===== config.mk =====
export PLATFORM = sky130hd
export DESIGN_NAME = svm_decision_funct_flat
export DESIGN_NICKNAME = d
export VERILOG_FILES = /design/src/rtl/svm_decision_funct_if.sv /design/src/rtl/svm_decision_funct.sv /design/src/flat_wrapper.sv
export SDC_FILE = /design/constraint.sdc
export NUM_CORES = 2
export LEC_CHECK = 0
export BUFFER_PORTS_ARGS = -buffer_cell sky130_fd_sc_hd__buf_2
export CAP_MARGIN = 20
export CORE_UTILIZATION = 35
export DETAILED_ROUTE_END_ITERATION = 8
export PLACE_DENSITY = 0.61
export RECOVER_POWER = 50
export SLEW_MARGIN = 20
export SYNTH_ARGS = -nofsm -noshare
export SYNTH_HDL_FRONTEND = slang
export SYNTH_SLANG_ARGS = --single-unit

===== constraint.sdc =====
create_clock -name clk -period 16.3 [get_ports clk]
set_input_delay 3.26 -clock clk [delete_from_list [all_inputs] [get_ports clk]]
set_output_delay 3.26 -clock clk [all_outputs]
set_load 0.03 [all_outputs]

===== src/rtl/svm_decision_funct_if.sv =====
// svm_decision_funct_if: bus between the SVM memory controller and the decision-function block.
interface svm_decision_funct_if #(
  parameter int XLEN_PIXEL    = 8,
  parameter int NUM_OF_PIXELS = 784,
  parameter int NUM_OF_SV     = 10,
  parameter int XLEN_COEF     = 16,
  parameter int ACC_W         = 48
);
  logic                             decision_funct_en;
  logic                             stall_MEM;
  logic [XLEN_PIXEL-1:0]            x_test;
  logic [XLEN_PIXEL-1:0]            sv_pixel;
  logic [XLEN_COEF-1:0]             alpha;
  logic [ACC_W-1:0]                 bias;
  logic [$clog2(NUM_OF_PIXELS)-1:0] pix_idx;
  logic [$clog2(NUM_OF_SV)-1:0]     sv_idx;
  logic                             busy;
  logic [ACC_W-1:0]                 decision;
  logic                             class_out;
  logic                             done;
  modport master (
    output decision_funct_en, stall_MEM, x_test, sv_pixel, alpha, bias,
    input  pix_idx, sv_idx, busy, decision, class_out, done
  );
  modport slave (
    input  decision_funct_en, stall_MEM, x_test, sv_pixel, alpha, bias,
    output pix_idx, sv_idx, busy, decision, class_out, done
  );
endinterface


===== src/rtl/svm_decision_funct.sv =====
// svm_decision_funct: linear-kernel SVM decision value = sum(alpha_k * <x, sv_k>) + bias.
module svm_decision_funct #(
  parameter int XLEN_PIXEL    = 8,
  parameter int NUM_OF_PIXELS = 784,
  parameter int NUM_OF_SV     = 10,
  parameter int XLEN_COEF     = 16,
  parameter int ACC_W         = 48
) (
  input logic                  clk,
  input logic                  rst,
  svm_decision_funct_if.slave  bus
);
  localparam int PW = $clog2(NUM_OF_PIXELS);
  localparam int SW = $clog2(NUM_OF_SV);
  localparam int DW = 2*XLEN_PIXEL + PW;
  typedef enum logic [2:0] {IDLE, DOT, SCALE, BIAS, DONE} state_t;
  state_t                     state, state_nx;
  logic [PW-1:0]              pix_idx;
  logic [SW-1:0]              sv_idx;
  logic [DW-1:0]              dot;
  logic signed [DW+XLEN_COEF:0] prod;
  logic signed [ACC_W-1:0]    sum, total, decision;
  logic                       class_out, last_pix, last_sv;
  assign last_pix = pix_idx == PW'(NUM_OF_PIXELS-1);
  assign last_sv  = sv_idx == SW'(NUM_OF_SV-1);
  // dot is unsigned, so a zero MSB is prepended before the signed multiply
  assign prod  = $signed({1'b0, dot}) * $signed(bus.alpha);
  assign total = sum + $signed(bus.bias);
  always_ff @(posedge clk or negedge rst)
    if (!rst) state <= IDLE;
    else state <= state_nx;
  always_comb begin
    state_nx = state;
    case (state)
      IDLE:    state_nx = bus.decision_funct_en ? DOT : IDLE;
      DOT:     state_nx = (!bus.stall_MEM && last_pix) ? SCALE : DOT;
      SCALE:   state_nx = last_sv ? BIAS : DOT;
      BIAS:    state_nx = DONE;
      default: state_nx = IDLE;
    endcase
  end
  always_ff @(posedge clk or negedge rst) begin
    if (!rst) begin
      pix_idx   <= '0;
      sv_idx    <= '0;
      dot       <= '0;
      sum       <= '0;
      decision  <= '0;
      class_out <= 1'b0;
    end else begin
      case (state)
        IDLE: if (bus.decision_funct_en) begin
          pix_idx <= '0;
          sv_idx  <= '0;
          dot     <= '0;
          sum     <= '0;
        end
        DOT: if (!bus.stall_MEM) begin
          dot     <= dot + DW'(bus.x_test) * DW'(bus.sv_pixel);
          pix_idx <= last_pix ? '0 : pix_idx + PW'(1);
        end
        SCALE: begin
          sum <= sum + ACC_W'(prod);
          dot <= '0;
          if (!last_sv) sv_idx <= sv_idx + SW'(1);
        end
        BIAS: begin
          decision  <= total;
          class_out <= ~total[ACC_W-1];
        end
        default: ;
      endcase
    end
  end
  assign bus.pix_idx   = pix_idx;
  assign bus.sv_idx    = sv_idx;
  assign bus.busy      = state != IDLE;
  assign bus.done      = state == DONE;
  assign bus.decision  = decision;
  assign bus.class_out = class_out;
endmodule


===== src/flat_wrapper.sv =====
// flat-port wrapper written by rule: the top's interface ports become plain ports
module svm_decision_funct_flat 
#(
  parameter int XLEN_PIXEL    = 8,
  parameter int NUM_OF_PIXELS = 784,
  parameter int NUM_OF_SV     = 10,
  parameter int XLEN_COEF     = 16,
  parameter int ACC_W         = 48
)
  (clk, rst, bus_decision_funct_en, bus_stall_MEM, bus_x_test, bus_sv_pixel, bus_alpha, bus_bias, bus_pix_idx, bus_sv_idx, bus_busy, bus_decision, bus_class_out, bus_done);
  svm_decision_funct_if #(.XLEN_PIXEL(XLEN_PIXEL), .NUM_OF_PIXELS(NUM_OF_PIXELS), .NUM_OF_SV(NUM_OF_SV), .XLEN_COEF(XLEN_COEF), .ACC_W(ACC_W)) bus_i ();
  input logic clk;
  input logic rst;
  input wire logic [$bits(bus_i.decision_funct_en)-1:0] bus_decision_funct_en;
  input wire logic [$bits(bus_i.stall_MEM)-1:0] bus_stall_MEM;
  input wire logic [$bits(bus_i.x_test)-1:0] bus_x_test;
  input wire logic [$bits(bus_i.sv_pixel)-1:0] bus_sv_pixel;
  input wire logic [$bits(bus_i.alpha)-1:0] bus_alpha;
  input wire logic [$bits(bus_i.bias)-1:0] bus_bias;
  output wire logic [$bits(bus_i.pix_idx)-1:0] bus_pix_idx;
  output wire logic [$bits(bus_i.sv_idx)-1:0] bus_sv_idx;
  output wire logic [$bits(bus_i.busy)-1:0] bus_busy;
  output wire logic [$bits(bus_i.decision)-1:0] bus_decision;
  output wire logic [$bits(bus_i.class_out)-1:0] bus_class_out;
  output wire logic [$bits(bus_i.done)-1:0] bus_done;
  assign bus_i.decision_funct_en = bus_decision_funct_en;
  assign bus_i.stall_MEM = bus_stall_MEM;
  assign bus_i.x_test = bus_x_test;
  assign bus_i.sv_pixel = bus_sv_pixel;
  assign bus_i.alpha = bus_alpha;
  assign bus_i.bias = bus_bias;
  assign bus_pix_idx = bus_i.pix_idx;
  assign bus_sv_idx = bus_i.sv_idx;
  assign bus_busy = bus_i.busy;
  assign bus_decision = bus_i.decision;
  assign bus_class_out = bus_i.class_out;
  assign bus_done = bus_i.done;
  svm_decision_funct #(.XLEN_PIXEL(XLEN_PIXEL), .NUM_OF_PIXELS(NUM_OF_PIXELS), .NUM_OF_SV(NUM_OF_SV), .XLEN_COEF(XLEN_COEF), .ACC_W(ACC_W)) u_core (.clk(clk), .rst(rst), .bus(bus_i));
endmodule

## Word level (Yosys, flattened, before mapping)

Cells that the tools add are included.
W data, S select, Z words.

- $add $sub $neg: 5
- Reductions and logical operators: 11
- Equal/unequal tests: 9
- Muxes and demuxes: 16
- Bitwise logic cells: 1
- Multiply operators: 2

Operators with widths:

| cell | count |
|---|---|
| $pmux W48 S2 | 1 |
| $pmux W26 S3 | 1 |
| $mux W26 | 2 |
| $add A48 B43 Y48 | 1 |
| $add A48 B48 Y48 | 1 |
| $mux W48 | 1 |
| $mul A27 B16 Y43 | 1 |
| $mux W10 | 3 |
| $add A26 B16 Y26 | 1 |
| $pmux W10 S2 | 1 |
| $mul A8 B8 Y16 | 1 |
| $pmux W3 S4 | 1 |
| $add A10 B1 Y10 const B | 1 |
| $eq A10 B10 Y1 const B | 1 |
| $reduce_and A3 Y1 | 3 |
| $mux W4 | 2 |
| $pmux W4 S2 | 1 |
| $eq A3 B2 Y1 const B | 2 |
| $ne A2 B2 Y1 const B | 3 |
| $reduce_bool A3 Y1 | 2 |
| $add A4 B1 Y4 const B | 1 |
| $eq A4 B4 Y1 const B | 1 |
| $mux W2 | 2 |
| $reduce_bool A2 Y1 | 2 |
| 8 further kinds | 8 |

- Input bits: 84
- Output and inout port bits: 65
- Word-level logic and storage cells: 51
- Flip-flop bits (word level): 140

## Longest topological paths before layout

- Word-level depth: 4
- Depth in mapped cells: 25
- Gate-level depth less buffers: 23

## Worst setup path before layout

OpenSTA, ideal clock, no wires.

- Path type: input port to flip-flop
- Start: input bus_alpha[7]
- End: register u_core.sum[45]
- Data required time: 16.178 ns
- Buffers on the path: 3
- Stages: 23
- Arrival: 8.999 ns
- Setup slack: 7.180 ns
- Setup time: 0.122 ns
- Cells stage by stage: clkbuf_1 -> clkbuf_1 -> nand2_1 -> fa_1 -> inv_1 -> fa_1 -> fa_1 -> fa_1 -> fa_1 -> inv_1 -> fa_1 -> inv_1 -> ha_1 -> clkbuf_1 -> a21o_1 -> a21o_1 -> a21oi_1 -> or3b_1 -> o211ai_1 -> a21oi_1 -> o211ai_1 -> nand3_1 -> a32o_1

- Longest elaborated chain between the ends: 3

Ends and longest elaborated chain:

| item | RTL line | source |
|---|---|---|
| from (decl) | flat_wrapper.sv:18 | `input wire logic [$bits(bus_i.alpha)-1:0] bus_alpha;` |
| $mul A27 B16 Y43 | svm_decision_funct.sv:27 | `assign prod = $signed({1'b0, dot}) * $signed(bus.alpha);` |
| $add A48 B43 Y48 | svm_decision_funct.sv:63 | `sum <= sum + ACC_W'(prod);` |
| $pmux W48 S2 | svm_decision_funct.sv:51 | `case (state)` |
| to (signal assigned) | svm_decision_funct.sv:63 |  |
| to (decl) | svm_decision_funct.sv:22 | `logic signed [ACC_W-1:0] sum, total, decision;` |

No other way between the ends.
A chain may end at the register's enable or synchronous reset.

==> key figures <==
Synth
  – Synth Cell Area: 26100 µm²
  – Post-synth EDFFs: 0
  – Yosys warnings: 0
  – Syn Nets: 3789
  – Synth Flop Type: dfrtp_1
  – Unique masters post-synth: 67
  – Cells after Synth: 3033
  – Yosys reg bits: 140
  – Seq/Total Area, Yosys: 0.134
  – Synth Area per Inst: 8.62 µm²
  – Ys async rst share: 1.00

Clock network
  – Htree depth: 4
  – Clock Tree Root: clkbuf_16
  – Clock-pin slew on the worst setup and hold paths: 0.08 ns
  – Clk Latency, worst-skew pair: 0.50 ns
  – TritonCTS Buffers: 17
  – Clk buf depth: 2
  – # hold bufs at CTS: 0
  – # Post-CTS Setup Buffers: 0
  – CTS tree: yes
  – CTS sink cnt: 140
  – CTS resizes: 0

STA
  – Fmax: 0.102 GHz
  – Setup Skew: 0.0306 ns
  – Worst slew pin tran: 4.61 ns
  – Post-route minimum period: 9.83 ns
  – Final worst setup slack: 6.47 ns
  – Fin. Hold Viols: 0
  – Finish-stage setup viols: 0
  – Final setup TNS: 0 ns
  – RSZ-0062 raised after global routing: no
  – Max-slew violation count: 178
  – Final worst path period share: 0.603
  – Worst slew margin: -2.08

Detailed routing
  – DR WL/cell: 17.0 µm
  – DRT iter0 DRCs: 1224
  – Via density: 5.08
  – Drc violations: 0
  – Final wirelength: 68800 µm
  – Via count: 20500
  – Antenna viol nets, final: 0
  – Pre-Repair DR Iteration Count: 7

Floorplanning
  – IO Pins: 149
  – Die ar.: 75800 µm²
  – Die height: 275 µm
  – Num rows: 99
  – Placeable Area: 73500 µm²
  – Die Width: 275 µm
  – Starting Density: 0.356

Worst hold path
  – Worst Hold Class: register to register

Critical path
  – Critical Setup Path Class: primary input to async pin
  – Critical path fanouts, max: 72
  – CP arrival: 9.53 ns
  – Cell mode on critical path: clkbuf_1
  – Req. time, crit path: 16.00 ns
  – Crit path largest cell delay: 3.15 ns
  – Startpoint Class: primary input
  – Worst Path Buf+Inv: 2
  – CP top delay family: buffers and inverters
  – Crit. End Element: async pin
  – Crit-path cells: clkbuf_1 -> clkbuf_1
  – Slowest CP cell: clkbuf_1

Placement
  – Place WS: 6.27 ns
  – PortBufs: 148
  – Area after DPL: 27700 µm²
  – RD Place Congestion: 0.881
  – Dpl hpwl: 56300 µm

GRT
  – First-pass GRT wire length: 112000 µm
  – Initial antenna violation count: 3
  – Number of global-route vias before repair: 20800
  – Largest net degree at the start of global routing: 80
  – Remaining global-route overflow: 0
  – Tot GR Track Use: 0.189

Run status
  – Violated checks: capacitance limit, slew limit
  – Status: finished, violations left

Run
  – Max-cap violations: 4

Final layout
  – Design Area, Final: 28200 µm²
  – Layout cell share with drive strength beyond 1: 0.0428
  – P&R area growth vs syn: 7.69%
  – Layout Nets: 3827
  – Diode count: 0
  – Fillcell total: 7599
[final timing paths]
| check | from | endpoint | slack [ns] | cells past startpoint |
|---|---|---|---|---|
| hold reg to reg | u_core.bus.decision[1]$_DFFE_PN0P_ | u_core.bus.decision[1]$_DFFE_PN0P_ | 0.48 | 2 |
| hold / removal | u_core.bus.decision[1]$_DFFE_PN0P_ | u_core.bus.decision[1]$_DFFE_PN0P_ | 0.48 | 2 |
| max in group clk | bus_alpha[15] | u_core.sum[40]$_DFFE_PN0P_ | 6.58 | 21 |
| setup / recovery | rst | u_core.sum[27]$_DFFE_PN0P_ | 6.47 | 2 |
| setup reg to reg | u_core.dot[18]$_DFFE_PN0P_ | u_core.sum[40]$_DFFE_PN0P_ | 9.09 | 20 |
| min in group asynchronous | rst | u_core.bus.pix_idx[7]$_DFFE_PN0P_ | 4.40 | 1 |
[cell families after synthesis]
family,synth area share
flops,0.134
fa+ha+maj,0.444
mux,0.000431
simple gates,0.167
buf+inv,0.104
xor+xnor,0.0322
compound gates,0.118
[synthesized netlist by cell type, types with 15 or more instances]
cell type,instances,share of area
a211oi_1,15,0.0043
clkbuf_1,135,0.019
nand2b_1,18,0.0043
nand4_1,32,0.0077
dfrtp_1,140,0.13
fa_1,428,0.33
xnor2_1,61,0.020
o21a_1,15,0.0043
a21oi_1,119,0.023
and3_1,15,0.0036
ha_1,244,0.12
o21ai_0,145,0.028
nor2_1,92,0.013
inv_1,589,0.085
xor2_1,35,0.012
nand2_1,418,0.060
and2_1,219,0.052
nor3_1,18,0.0034
nand3_1,46,0.0088
o21bai_1,20,0.0057
a21o_1,55,0.016
[layout make-up]
class | count | area, µm² | share of cell area
multi-input combinational | 2166 | 19900 | 0.707
timing repair buffer | 157 | 716 | 0.0254
sequential | 140 | 3500 | 0.124
clock buffer | 17 | 425 | 0.0151
inverter | 589 | 2210 | 0.0785
tap | 959 | 1200 | 0.0426
clock inverter | 15 | 186 | 0.00662
[routing by layer]
| metal | vias up | wire, µm | track usage |
|---|---|---|---|
| li1 | 9634 | - | - |
| met3 | 80 | 2230 | 0.0210 |
| met4 | 2 | 1390 | 0.0481 |
| met1 | 10400 | 29300 | 0.245 |
| met5 | - | 13 | 0 |
| met2 | 384 | 35900 | 0.335 |
[stage by stage]
stage                util  cells  hold slack (ns)
global placement    0.376   4011            0.454
detailed placement  0.377   4011            0.458
global route        0.383   4043            0.503
finish              0.383   4043            0.482
CTS                 0.385   4043            0.478
floorplan               -   3033            0.479
[flip-flops by register name, indices dropped and copies added, names as in the netlist]
register	cells
u_core.bus.decision	48
u_core.sum	48
u_core.dot	26
u_core.bus.pix_idx	10
u_core.bus.sv_idx	4
u_core.state	3
u_core.bus.class_out	1
[worst register-to-register path, delay by kind of cell (launching register included)]
| family | cells | cell delay (ns) |
|---|---|---|
| fa+ha+maj | 7 | 3.43 |
| buf+inv | 3 | 0.16 |
| xor+xnor | 1 | 0.21 |
| compound gates | 5 | 1.60 |
| simple gates | 4 | 0.79 |
| flops | 1 | 0.87 |
[cell usage in the layout, fill, tap and decap left out, types with 10 or more instances in the layout]
cell / Yosys / routed
buf_2: 0 / 80
fa_1: 428 / 428
a21oi_1: 119 / 119
o22ai_1: 11 / 11
nand4_1: 32 / 32
xor2_1: 35 / 35
and2_1: 219 / 218
clkbuf_16: 0 / 17
nand2_1: 418 / 418
o21ai_0: 145 / 146
nor2_1: 92 / 91
a22o_1: 12 / 12
nand2b_1: 18 / 18
dfrtp_1: 140 / 140
clkbuf_1: 135 / 70
o211ai_1: 10 / 10
ha_1: 244 / 244
and3_1: 15 / 15
nand3_1: 46 / 46
a21o_1: 55 / 55
o21bai_1: 20 / 20
or3_1: 12 / 12
a31oi_1: 11 / 11
a211oi_1: 15 / 16
nor3_1: 18 / 18
xnor2_1: 61 / 61
inv_1: 589 / 589
o21ai_1: 12 / 11
o21a_1: 15 / 15
Power is left out: the tool's default activity adds up to more than one toggle a clock period on the data nets, which glitch-free logic cannot reach.
